`config.mk`:
```
export PLATFORM = sky130hd
export DESIGN_NAME = fp_spi_host
export DESIGN_NICKNAME = d
export VERILOG_FILES = /design/src/rtl/fp_spi_pkg.sv /design/src/rtl/fp_spi_host_sckgen.sv /design/src/rtl/fp_spi_host.sv
export SDC_FILE = /design/constraint.sdc
export NUM_CORES = 1
export LEC_CHECK = 0
export CAP_MARGIN = 10
export CELL_PAD_IN_SITES_DETAIL_PLACEMENT = 0
export CELL_PAD_IN_SITES_GLOBAL_PLACEMENT = 1
export CORE_MARGIN = 3
export CORE_UTILIZATION = 35
export DETAILED_ROUTE_END_ITERATION = 8
export GPL_TIMING_DRIVEN = 0
export PLACE_DENSITY = 0.66
export SYNTH_ARGS = -nofsm -noshare
export SYNTH_HDL_FRONTEND = slang
export SYNTH_SLANG_ARGS = --single-unit
```
`constraint.sdc`:
```
create_clock -name SCLK -period 1.9 [get_ports SCLK]
set_input_delay 0.38 -clock SCLK [delete_from_list [all_inputs] [get_ports SCLK]]
set_output_delay 0.38 -clock SCLK [all_outputs]
set_load 0.05 [all_outputs]
```
`src/rtl/fp_spi_pkg.sv`:
```
// Shared command/response codes and FSM encoding for the front-panel SPI link.
package fp_spi_pkg;

    localparam logic [7:0] CMD_NOP            = 8'h00;
    localparam logic [7:0] CMD_WRITE_LED      = 8'h01;
    localparam logic [7:0] CMD_READ_CHIP_ID   = 8'h06;
    localparam logic [7:0] CMD_READ_VENDOR_ID = 8'h19;

    localparam logic [7:0] RESP_CHIP_ID   = 8'h71;
    localparam logic [7:0] RESP_VENDOR_ID = 8'hAE;
    localparam logic [7:0] RESP_ACK       = 8'h01;
    localparam logic [7:0] RESP_NAK       = 8'h80;

    typedef enum logic [2:0] {
        ST_IDLE  = 3'd0,
        ST_SETUP = 3'd1,
        ST_SHIFT = 3'd2,
        ST_GAP   = 3'd3,
        ST_HOLD  = 3'd4,
        ST_FIN   = 3'd5
    } fsm_state_t;

    // A zero-length stage still occupies one cycle, so its terminal count saturates at 0.
    function automatic int stage_last(input int cycles);
        return (cycles > 0) ? cycles - 1 : 0;
    endfunction

endpackage

```
`src/rtl/fp_spi_host_sckgen.sv`:
```
// SCK divider: CLK_DIV system cycles per half-period, SCK low while disabled.
module fp_spi_host_sckgen #(
    parameter int CLK_DIV = 4
) (
    input  logic SCLK,
    input  logic NRST,
    input  logic en,
    output logic sck,
    output logic rise,
    output logic fall
);

    localparam int DIV_W = (CLK_DIV > 1) ? $clog2(CLK_DIV) : 1;

    logic [DIV_W-1:0] div_cnt;
    logic             tc;

    assign tc   = (div_cnt == DIV_W'(CLK_DIV - 1));
    // Strobes are high in the cycle whose closing edge moves SCK.
    assign rise = en && tc && !sck;
    assign fall = en && tc && sck;

    // NOTE: sequential state uses non-blocking assignments so every register
    // sees the pre-edge values of its neighbours.
    always_ff @(posedge SCLK or posedge NRST) begin
        if (NRST) begin
            div_cnt <= '0;
            sck     <= 1'b0;
        end else if (!en) begin
            div_cnt <= '0;
            sck     <= 1'b0;
        end else if (tc) begin
            div_cnt <= '0;
            sck     <= !sck;
        end else begin
            div_cnt <= div_cnt + 1'b1;
        end
    end

endmodule

```
`src/rtl/fp_spi_host.sv`:
```
// Host-side SPI initiator: one command byte then one data byte per START,
// LSB first, SCK idle low; the response is captured during the data byte.
module fp_spi_host
    import fp_spi_pkg::*;
#(
    parameter int CLK_DIV  = 4,
    parameter int CS_SETUP = 2,
    parameter int BYTE_GAP = 4,
    parameter int CS_HOLD  = 2
) (
    input  logic       SCLK,
    input  logic       NRST,
    input  logic       START,
    input  logic [7:0] CMD,
    input  logic [7:0] WDATA,
    output logic       BUSY,
    output logic       DONE,
    output logic [7:0] RDATA,
    output logic       RSP_NAK,
    output logic       SCK,
    output logic       MOSI,
    input  logic       MISO,
    output logic       SS
);

    localparam int SETUP_LAST = stage_last(CS_SETUP);
    localparam int GAP_LAST   = stage_last(BYTE_GAP);
    localparam int HOLD_LAST  = stage_last(CS_HOLD);
    localparam int CNT_MAX    = (SETUP_LAST > GAP_LAST)
                              ? ((SETUP_LAST > HOLD_LAST) ? SETUP_LAST : HOLD_LAST)
                              : ((GAP_LAST > HOLD_LAST) ? GAP_LAST : HOLD_LAST);
    localparam int CNT_W      = (CNT_MAX > 0) ? $clog2(CNT_MAX + 1) : 1;

    fsm_state_t       state, state_next;
    logic [CNT_W-1:0] cnt;
    logic [3:0]       rise_cnt;
    logic             byte1;
    logic [7:0]       tx_sr;
    logic [7:0]       wdata_q;
    logic [7:0]       rx_sr;
    logic             rise, fall;
    logic             accept, last_fall, timed_state, active_next, hold_exit;

    fp_spi_host_sckgen #(
        .CLK_DIV (CLK_DIV)
    ) u_sckgen (
        .SCLK (SCLK),
        .NRST (NRST),
        .en   (state == ST_SHIFT),
        .sck  (SCK),
        .rise (rise),
        .fall (fall)
    );

    assign accept      = (state == ST_IDLE) && START;
    assign last_fall   = fall && (rise_cnt == 4'd8);
    assign timed_state = (state inside {ST_SETUP, ST_GAP, ST_HOLD});
    assign active_next = (state_next inside {ST_SETUP, ST_SHIFT, ST_GAP, ST_HOLD});
    assign hold_exit   = (state == ST_HOLD) && (state_next == ST_FIN);
    // tx_sr[0] is the wire bit, so MOSI is a plain register output.
    assign MOSI        = tx_sr[0];

    always_ff @(posedge SCLK or posedge NRST) begin
        if (NRST) state <= ST_IDLE;
        else      state <= state_next;
    end

    // NOTE: state_next gets its default before the case, so no path can
    // leave it unassigned and infer a latch.
    always_comb begin
        state_next = state;
        case (state)
            ST_IDLE:  if (START)                      state_next = ST_SETUP;
            ST_SETUP: if (cnt == CNT_W'(SETUP_LAST))  state_next = ST_SHIFT;
            ST_SHIFT: if (last_fall)                  state_next = byte1 ? ST_HOLD : ST_GAP;
            ST_GAP:   if (cnt == CNT_W'(GAP_LAST))    state_next = ST_SHIFT;
            ST_HOLD:  if (cnt == CNT_W'(HOLD_LAST))   state_next = ST_FIN;
            ST_FIN:                                   state_next = ST_IDLE;
            default:                                  state_next = ST_IDLE;
        endcase
    end

    // NOTE: the asynchronous reset clears every datapath register too, so an
    // aborted transfer leaves no stale bits behind for the next request.
    always_ff @(posedge SCLK or posedge NRST) begin
        if (NRST) begin
            cnt      <= '0;
            rise_cnt <= '0;
            byte1    <= 1'b0;
            tx_sr    <= '0;
            wdata_q  <= '0;
            rx_sr    <= '0;
        end else begin
            if (timed_state && (state_next == state)) cnt <= cnt + 1'b1;
            else                                      cnt <= '0;

            if (accept) begin
                tx_sr    <= CMD;
                wdata_q  <= WDATA;
                rise_cnt <= '0;
                byte1    <= 1'b0;
            end else if (rise) begin
                rise_cnt <= rise_cnt + 1'b1;
            end else if (fall) begin
                if (last_fall) begin
                    rise_cnt <= '0;
                    // Data byte bit 0 goes on the wire as the gap starts; after
                    // the data byte the last bit is simply held.
                    if (!byte1) begin
                        tx_sr <= wdata_q;
                        byte1 <= 1'b1;
                    end
                end else begin
                    tx_sr <= {1'b0, tx_sr[7:1]};
                end
                // Target drove MISO at the preceding rise; command-byte samples are dropped.
                if (byte1) rx_sr <= {MISO, rx_sr[7:1]};
            end else if (hold_exit) begin
                tx_sr <= '0;
            end
        end
    end

    always_ff @(posedge SCLK or posedge NRST) begin
        if (NRST) begin
            SS      <= 1'b1;
            BUSY    <= 1'b0;
            DONE    <= 1'b0;
            RDATA   <= '0;
            RSP_NAK <= 1'b0;
        end else begin
            SS   <= !active_next;
            BUSY <= (state_next != ST_IDLE);
            DONE <= (state_next == ST_FIN);
            if (hold_exit) begin
                RDATA   <= rx_sr;
                RSP_NAK <= (rx_sr == RESP_NAK);
            end
        end
    end

endmodule

```
Yosys cells after proc, flatten, opt, wreduce, memory -nomap -nowiden

Index checks and enable logic that the tools add are counted.

Register bits: 49
Bits of input ports: 20
Output and inout port bits: 14
Word-level logic and storage cells: 85

Add/sub/neg operators: 3
Equality and inequality tests: 18
Multiplexer cells: 26
Bitwise logic cells: 2
Reduce and logical (&&, ||, !) cells: 22

Operators with widths:

| kind                  | number |
|---|---|
| $mux W8               | 6 |
| $mux W3               | 6 |
| $mux W4               | 4 |
| $pmux W3 S5           | 1 |
| $reduce_bool A3 Y1    | 5 |
| $eq A3 B2 Y1 const B  | 4 |
| $eq A3 B3 Y1 const B  | 3 |
| $eq A8 B8 Y1 const B  | 1 |
| $logic_and A1 B1 Y1   | 7 |
| $eq A3 B1 Y1 const B  | 2 |
| $mux W1               | 6 |
| $mux W2               | 3 |
| $reduce_and A3 Y1     | 2 |
| $add A2 B1 Y2 const B | 2 |
| $add A4 B1 Y4 const B | 1 |
| $eq A2 B2 Y1 const B  | 2 |
| $eq A4 B4 Y1 const B  | 1 |
| $ne A4 B4 Y1 const B  | 1 |
| $reduce_and A4 Y1     | 1 |
| $reduce_bool A2 Y1    | 2 |
| $reduce_bool A4 Y1    | 1 |
| $eq A3 B3 Y1          | 1 |
| $logic_not A3 Y1      | 1 |
| $eq A2 B1 Y1 const B  | 1 |
| other kinds (5)       | 7 |

Depth between registers and ports, before layout

Gate-level depths: netlist (run 1).

Word-level depth: 12
Gate-level depth with buffers: 7

By module

From an unflattened synthesis (run 1), not the netlist that was laid out.

Cell total of the unflattened synthesis: 208
Area total of the unflattened synthesis: 2282.2 µm²

By module, submodules not included:

| module             | times used | cells each | area each (µm²) | seq. area each (µm²) |
|---|---|---|---|---|
| fp_spi_host        | 1          | 196        | 2147.1          | 1152.4 |
| fp_spi_host_sckgen | 1          | 12         | 135.1           | 75.1 |

Least setup slack after synthesis (run 1)

Ideal clock, no wire load.

Path kind: flip-flop to flip-flop
Start point: register u_sckgen.sck
End point: register tx_sr[0]
Arrival time: 1807 ps
Required time: 1775 ps
Slack: -32 ps
Stages on the path, launching flop included: 5
Buffers on the path: 1
Period minus slack after synthesis: 1932 ps
Cells stage by stage: dfrtp_1 -> clkbuf_1 -> and2_1 -> a311oi_4 -> mux2_2

Cells in the longest elaborated chain, start to end: 8

RTL lines:

| element                      | line                     | text |
|---|---|---|
| from (decl)                  | fp_spi_host_sckgen.sv:8  | `output logic sck,` |
| from (signal assigned)       | fp_spi_host_sckgen.sv:34 | `sck <= !sck;` |
| $logic_and A1 B1 Y1          | fp_spi_host_sckgen.sv:21 | `assign fall = en && tc && sck;` |
| $logic_and A1 B1 Y1          | fp_spi_host.sv:56        | `assign last_fall = fall && (rise_cnt == 4'd8);` |
| $mux W3                      | fp_spi_host.sv:75        | `ST_SHIFT: if (last_fall) state_next = byte1 ? ST_HOLD : ST_GAP;` |
| $pmux W3 S5                  | fp_spi_host.sv:72        | `case (state)` |
| $eq A3 B3 Y1                 | fp_spi_host.sv:59        | `assign hold_exit = (state == ST_HOLD) && (state_next == ST_FIN);` |
| $logic_and A1 B1 Y1          | fp_spi_host.sv:59        |  |
| $reduce_bool A3 Y1 (no line) | --                       |  |
| $reduce_and A3 Y1 (no line)  | --                       |  |
| to (signal assigned)         | fp_spi_host.sv:110       | `tx_sr <= wdata_q;` |
| to (signal assigned)         | fp_spi_host.sv:114       | `tx_sr <= {1'b0, tx_sr[7:1]};` |
| to (decl)                    | fp_spi_host.sv:38        | `logic [7:0] tx_sr;` |

Several ways; a longest one is shown, not always the timed one. The select of a mux whose other input is x is not followed.
A chain may end at the register's enable or synchronous reset.

Worst setup path in the final report (run 1)

Start point: register RDATA[1]
End point: output RDATA[1]

RTL lines:

| element                | line               | text |
|---|---|---|
| from (decl)            | fp_spi_host.sv:18  | `output logic [7:0] RDATA,` |
| from (signal assigned) | fp_spi_host.sv:136 | `RDATA <= rx_sr;` |

No word-level cell between the ends.

==> results.md, run 1 <==
- Top_reg_cell synth: dfrtp_1
- Drt pass-1 iters: 4
- Crit-path max cell delay: 0.81 ns
- Switching power total: 987 uW
- Hold Crit Class: in -> async
- Clk_skew: 0.00595 ns
- Worst skew pair latency: 0.30 ns
- Fin area: 2860 um2
- Gr ovfl total: 0
- Most frequent cell after synthesis: dfrtp_1
- Total Routing Usage GR: 13.7%
- Core Region: 6100 um2
- Static leakage power: 0.00138 uW
- Wire per inst: 15.0 um
- H-tree lvl count: 2
- ANT nets after route: 0
- Sw Share: 33.0%
- Register area share after synthesis: 54.4%
- Share of cells above drive strength 1: 29.2%
- Minimum clock period: 1.85 ns
- Post-placement cell area: 2700 um2
- Final cycle utilization of the critical path: 97.1%
- Hold WS: 0.409 ns
- CTS Buffer Depth: 2
- # IOs: 34
- Async set-reset flop share out of synthesis: 100%
- VDD IR max: 411 uV
- Top fanout value on the critical path: 2
- Crit path capture type: output pin
- Least-Margin Pin Slew: 0.531 ns
- Synth Instances: 179
- Initial antenna violation count: 0
- Leading area contributor after synthesis: dfrtp_1
- P_int: 2000 uW
- Post-route total power: 2990 uW
- Final setup TNS: 0 ns
- Port bufs: 33
- Buffers & Inverters on Critical Path: 1
- CTS buffer count: 5
- Post-synth EDFFs: 0
- P per Cell Area: 1050 nW/um2
- CP delay by family, top: buffers and inverters
- Max transition margin: 64.5%
- Total wire length: 4.53 mm
- DP HPWL: 3.18 mm
- Finish-stage setup viols: 0
- Multi-input combinational cell area: 972 um2
- Critical path depth: 1
- Initial core utilization: 37.0%
- Root buf cell: clkbuf_8
- NumNets Final: 250
- Vias/cell: 5.01
- Peak Freq: 0.542 GHz
- Top post-synthesis cells by count: 48 x dfrtp_1, 32 x mux2_2, 14 x nand2_1, 10 x o21ai_0, 9 x nor2_1
- Category of the most critical setup path: reg -> out
- Yosys Warn Count: 0
- Yosys reg bits: 49
- RePlAce Congestion: 0.774
- Worst path cell trace: clkdlybuf4s50_1
- Post-synth top area share: 53.2%
- Reg area: 1230 um2
- Reg2Reg Depth: 5
- Max_cap viols: 0
- CTS tree: yes
- ANT cells: 0
- Net Count, Synth: 204
- Status: finished clean
- Cell area after synthesis: 2260 um2
- Clk sinks: 49
- First-pass GRT wire length: 7.93 mm
- Slowest CP cell: clkdlybuf4s50_1
- Sequential share of power: 46.5%
- Count of cell types in the netlist: 42
- Die height: 86.3 um
- Clk pwr share: 20.1%
- Logic pwr share: 33.4%
- Final number of hold-violating endpoints: 0
- Via Count: 1507
- Layout area overhead: 26.7%
- Die width: 86.3 um
- Final-report max-slew violation count: 0
- Top cells by area, synth: dfrtp_1 53%, mux2_2 16%, mux2i_1 3.5%
- CTS clock-pin slew for the worst setup and hold paths: 0.09 ns
- Critical Path Source Type: flip-flop
- WP data required: 1.52 ns
- RSZ-0062 raised after global routing: false
- Post-synthesis average cell area: 12.6 um2
- Largest net degree at the start of global routing: 30
- Final core utilization: 46.9%
- DR DRC count: 0
- Fillers: 591
- Row cnt: 28
- Vias in the first global route: 1560
- Die ar.: 7450 um2
- Initial DRC Count: 82
- Worst EP arrival: 1.47 ns
[power groups by stage]
stage          sequential, uW  clock [uW]  combinational, uW
2_1_floorplan            1440           0                645
3_3_place_gp             1410           0                882
3_5_place_dp             1420           0                922
4_1_cts                  1400         628                934
5_1_grt                  1420         679               1120
6_report                 1390         600                999
[final cells by class]
type                            instances  area share [%]
Buffer                                  8            1.84
Clock buffer                            6            2.54
Clock inverter                          2           0.350
Inverter                                7           0.919
Multi-Input combinational cell        115            34.0
Sequential cell                        49            43.0
Tap cell                               75            3.28
Timing Repair Buffer                   39            14.1
[final timing paths]
path	startpoint	slack, ns	end
worst max register to register	u_sckgen.sck$_DFFE_PP0P_	0.10	tx_sr[3]$_DFFE_PP0P_
worst max-delay path	RDATA[1]$_DFFE_PP0P_	0.05	RDATA[1]
worst min-delay path	NRST	0.41	tx_sr[5]$_DFFE_PP0P_
min in group SCLK	u_sckgen.div_cnt[0]$_DFF_PP0_	0.46	u_sckgen.div_cnt[0]$_DFF_PP0_
max in group asynchronous	NRST	0.90	SS$_DFF_PP1_
worst min register to register	u_sckgen.div_cnt[0]$_DFF_PP0_	0.46	u_sckgen.div_cnt[0]$_DFF_PP0_
[registers in the layout, indices dropped and copies added, names as in the netlist]
name              flops
cnt                   2
RSP_NAK               1
DONE                  1
byte1                 1
RDATA                 8
u_sckgen.sck          1
BUSY                  1
rise_cnt              4
u_sckgen.div_cnt      2
state                 3
SS                    1
wdata_q               8
tx_sr                 8
rx_sr                 8
[cells by family after synthesis]
family	Yosys count	synth area share (%)
AO/OA/AOI/OAI	22	6.99
buffers and inverters	15	3.38
XOR/XNOR	2	0.776
multiplexers	40	19.5
adder cells (fa/ha/maj)	5	2.77
AND/OR/NAND/NOR	46	12.2
flip-flops	49	54.4
[per-stage QoR]
stage                     instances  setup slack (ns)
after floorplan                 179            0.0149
after global placement          287            -0.726
after detailed placement        288            -0.142
after CTS                       298           0.00741
after global routing            301           0.00199
final                           301            0.0548
[metal layers]
metal | share of wire, % | up-vias | wire length, um | track usage (%)
met5 | 0 | - | 0 | 0
met4 | 1.0 | 0 | 46 | 4.53
met3 | 3.5 | 4 | 160 | 3.42
met2 | 50 | 25 | 2260 | 21.7
met1 | 46 | 758 | 2060 | 18.4
li1 | - | 720 | - | -
[layout by cell type, fill, tap and decap left out, types with 2 or more instances in the layout]
cell type	count
dfrtp_1	47
mux2_2	32
clkdlybuf4s50_1	28
nand2_1	14
o21ai_0	9
nor2_1	9
mux2i_1	8
buf_4	6
inv_1	5
clkbuf_8	5
a21oi_1	4
ha_1	4
dlymetal6s2s_1	4
buf_6	3
buf_2	3
nand3_1	3
clkbuf_1	2
and2_1	2
inv_2	2
xnor2_1	2
clkinv_2	2
[repair_timing]
| item | CTS | global route |
|---|---|---|
| cloned | 0 | 0 |
| endpoints found under the setup margin | 12 | 22 |
| resized for setup | 2 | 12 |
| hold buffers | 0 | 0 |
| setup buffers | 2 | 3 |
| pin swaps | 1 | 0 |
(Power assumes the default switching activity.)
==> inputs of run 2 (changes only) <==
CORE_MARGIN = 2   (was 3)
DONT_BUFFER_PORTS = 1   (was default)
PLACE_DENSITY = 0.58   (was 0.66)
==> run 2 against run 1 <==
The run now ends with negative hold slack left. Non-clock buffer count down 37. Via count is 9.2% lower. Hold slack worse by 0.41 ns. Register-to-register slack got worse by 0.04 ns. Combinational power fell by 20%. Clock-buffer cell count increased by 1. Critical path depth grew 4. Total power decreased by 4.6%. Cell area down 13%. Clock skew fell by 0.0027 ns. Utilization fell by 7.1 points. Clock power shrank 1%. Critical path type is now reg -> reg. Critical endpoint is now tx_sr[6]$_DFFE_PP0P_. Largest power group unchanged. Highest routed layer unchanged.
==> results.md, run 2 (same netlist as run 1, synthesis figures left out) <==
- Crit path capture type: flip-flop (was output pin)
- Least-Margin Pin Slew: 0.534 ns (was 0.531 ns)
- Clk pwr share: 20.8% (was 20.1%)
- Largest net degree at the start of global routing: 27 (was 30)
- RSZ-0062 raised after global routing: false (unchanged)
- Top fanout value on the critical path: 9 (was 2)
- CTS buffer count: 5 (unchanged)
- Commonest non-fill, non-tap cell in the layout: dfrtp_1 (unchanged)
- Via Count: 1368 (was 1507)
- Fillers: 607 (was 591)
- Worst skew pair latency: 0.30 ns (about the same)
- Post-placement cell area: 2370 um2 (was 2700 um2)
- Minimum clock period: 1.84 ns (was 1.85 ns)
- Vias/cell: 5.14 (was 5.01)
- DP HPWL: 3.01 mm (was 3.18 mm)
- Max_cap viols: 0 (unchanged)
- Worst EP arrival: 2.03 ns (was 1.47 ns)
- Post-route total power: 2850 uW (was 2990 uW)
- Wire per inst: 15.7 um (was 15.0 um)
- Register-to-register setup slack: 0.06 ns (was 0.10 ns)
- Sequential share of power: 51.2% (was 46.5%)
- Final-report max-slew violation count: 0 (unchanged)
- Failing checks: negative hold slack
- Initial DRC Count: 34 (was 82)
- Category of the most critical setup path: reg -> reg (was reg -> out)
- Share of cells above drive strength 1: 32.3% (was 29.2%)
- H-tree lvl count: 2 (unchanged)
- Final cycle utilization of the critical path: 96.7% (was 97.1%)
- Root buf cell: clkbuf_8 (unchanged)
- Final number of hold-violating endpoints: 13 (was 0)
- Clk sinks: 49 (unchanged)
- Initial core utilization: 36.0% (was 37.0%)
- P_int: 1920 uW (was 2000 uW)
- Finish-stage setup viols: 0 (unchanged)
- Logic pwr share: 27.9% (was 33.4%)
- DR DRC count: 0 (unchanged)
- ANT nets after route: 0 (unchanged)
- Drt pass-1 iters: 4 (unchanged)
- RePlAce Congestion: 0.744 (was 0.774)
- Switching power total: 936 uW (was 987 uW)
- Row cnt: 29 (was 28)
- CTS clock-pin slew for the worst setup and hold paths: 0.09 ns (about the same)
- Layout area overhead: 10.7% (was 26.7%)
- Clk_skew: 0.00327 ns (was 0.00595 ns)
- Static leakage power: 0.00116 uW (was 0.00138 uW)
- P per Cell Area: 1140 nW/um2 (was 1050 nW/um2)
- Total Routing Usage GR: 12.5% (was 13.7%)
- Die height: 84.3 um (was 86.3 um)
- Peak Freq: 0.544 GHz (was 0.542 GHz)
- Critical Path Source Type: flip-flop (unchanged)
- Fin area: 2500 um2 (was 2860 um2)
- CTS Hold Buffers Added: 0 (unchanged)
- Sw Share: 32.8% (was 33.0%)
- Reg2Reg Depth: 5 (unchanged)
- NumNets Final: 213 (was 250)
- Max transition margin: 64.3% (was 64.5%)
- Initial antenna violation count: 0 (unchanged)
- Hold WS: -0.00385 ns (was 0.409 ns)
- ANT cells: 0 (unchanged)
- CTS Buffer Depth: 2 (unchanged)
- WP data required: 2.09 ns (was 1.52 ns)
- Gr ovfl total: 0 (unchanged)
- Final setup TNS: 0 ns (unchanged)
- Vias in the first global route: 1384 (was 1560)
- Hold Crit Class: in -> async (unchanged)
- Commonest non-fill, non-tap cells in the layout: 47 x dfrtp_1, 32 x mux2_2, 14 x nand2_1 (was 47 x dfrtp_1, 32 x mux2_2, 28 x clkdlybuf4s50_1)
- Die width: 84.3 um (was 86.3 um)
- Status: finished, violations left (was finished clean)
- First-pass GRT wire length: 6.96 mm (was 7.93 mm)
- CTS tree: yes (unchanged)
- Total wire length: 4.18 mm (was 4.53 mm)
- VDD IR max: 416 uV (was 411 uV)
- # IOs: 34 (unchanged)
- Core Region: 6280 um2 (was 6100 um2)
- Port bufs: 0 (was 33)
- Die ar.: 7110 um2 (was 7450 um2)
[run 2: changes by cell type in the layout (fill, tap and decap cells not counted), sizes merged]
cell           delta
buf               -3
clkinvlp          +1
dlymetal6s2s      -4
dlygate4sd2       -1
clkinv            -2
clkdlybuf4s50    -28
[run 2: metrics by stage]
stage	util (%)	setup slack [ns]	instances
finish	39.8	0.0634	266
floorplan	-	0.0149	179
global route	39.8	0.0207	266
CTS	39.6	0.0186	266
global placement	37.5	-0.327	256
detailed placement	37.8	-0.225	257
[run 2: final timing paths]
kind                                               start                            end
setup / recovery                u_sckgen.sck$_DFFE_PP0P_           tx_sr[6]$_DFFE_PP0P_
hold / removal                                      NRST         wdata_q[4]$_DFFE_PP0P_
setup reg to reg                u_sckgen.sck$_DFFE_PP0P_           tx_sr[6]$_DFFE_PP0P_
hold reg to reg            u_sckgen.div_cnt[0]$_DFF_PP0_  u_sckgen.div_cnt[0]$_DFF_PP0_
max in group asynchronous                           NRST                   SS$_DFF_PP1_
min in group SCLK                                   MISO           rx_sr[7]$_DFFE_PP0P_
[run 2: metal layers]
metal | global-route usage (%) | wire length, um | up-vias
met5 | 0 | 0 | -
met4 | 4.84 | 59 | 0
met3 | 3.93 | 206 | 4
met2 | 19.6 | 2060 | 31
met1 | 16.2 | 1860 | 685
li1 | - | - | 648
[run 2: area by class of cell]
cell class              instances  area (um2)  area share (%)
flip-flops and latches         49        1230            49.2
multi-input cells             115         963            38.6
well taps                      77        96.3            3.86
clock buffers                   7        76.3            3.05
plain buffers                   8        60.1            2.40
repair buffers                  2        40.0            1.60
inverters                       7        26.3            1.05
clock inverters                 1        7.51           0.300
[run 2: worst max-delay path, cell delays in order (launching register included)]
cell and delay (ns):
dfrtp_2 0.53, buf_6 0.18, and2_1 0.21, a311oi_4 0.31, buf_12 0.17, mux2_2 0.33
[run 2: power by group through the flow]
stage               clock, uW  combinational [uW]  sequential [uW]
floorplan                   0                 645             1440
global placement            0                 752             1470
detailed placement          0                 773             1480
CTS                       624                 794             1460
global route              676                 896             1500
finish                    594                 797             1460
[run 2: repair_timing]
action,in CTS,in global routing
hold endpoints to repair,0,0
gates resized for setup,3,6
pin swaps,1,0
setup endpoints to repair,16,16
setup buffers,1,0
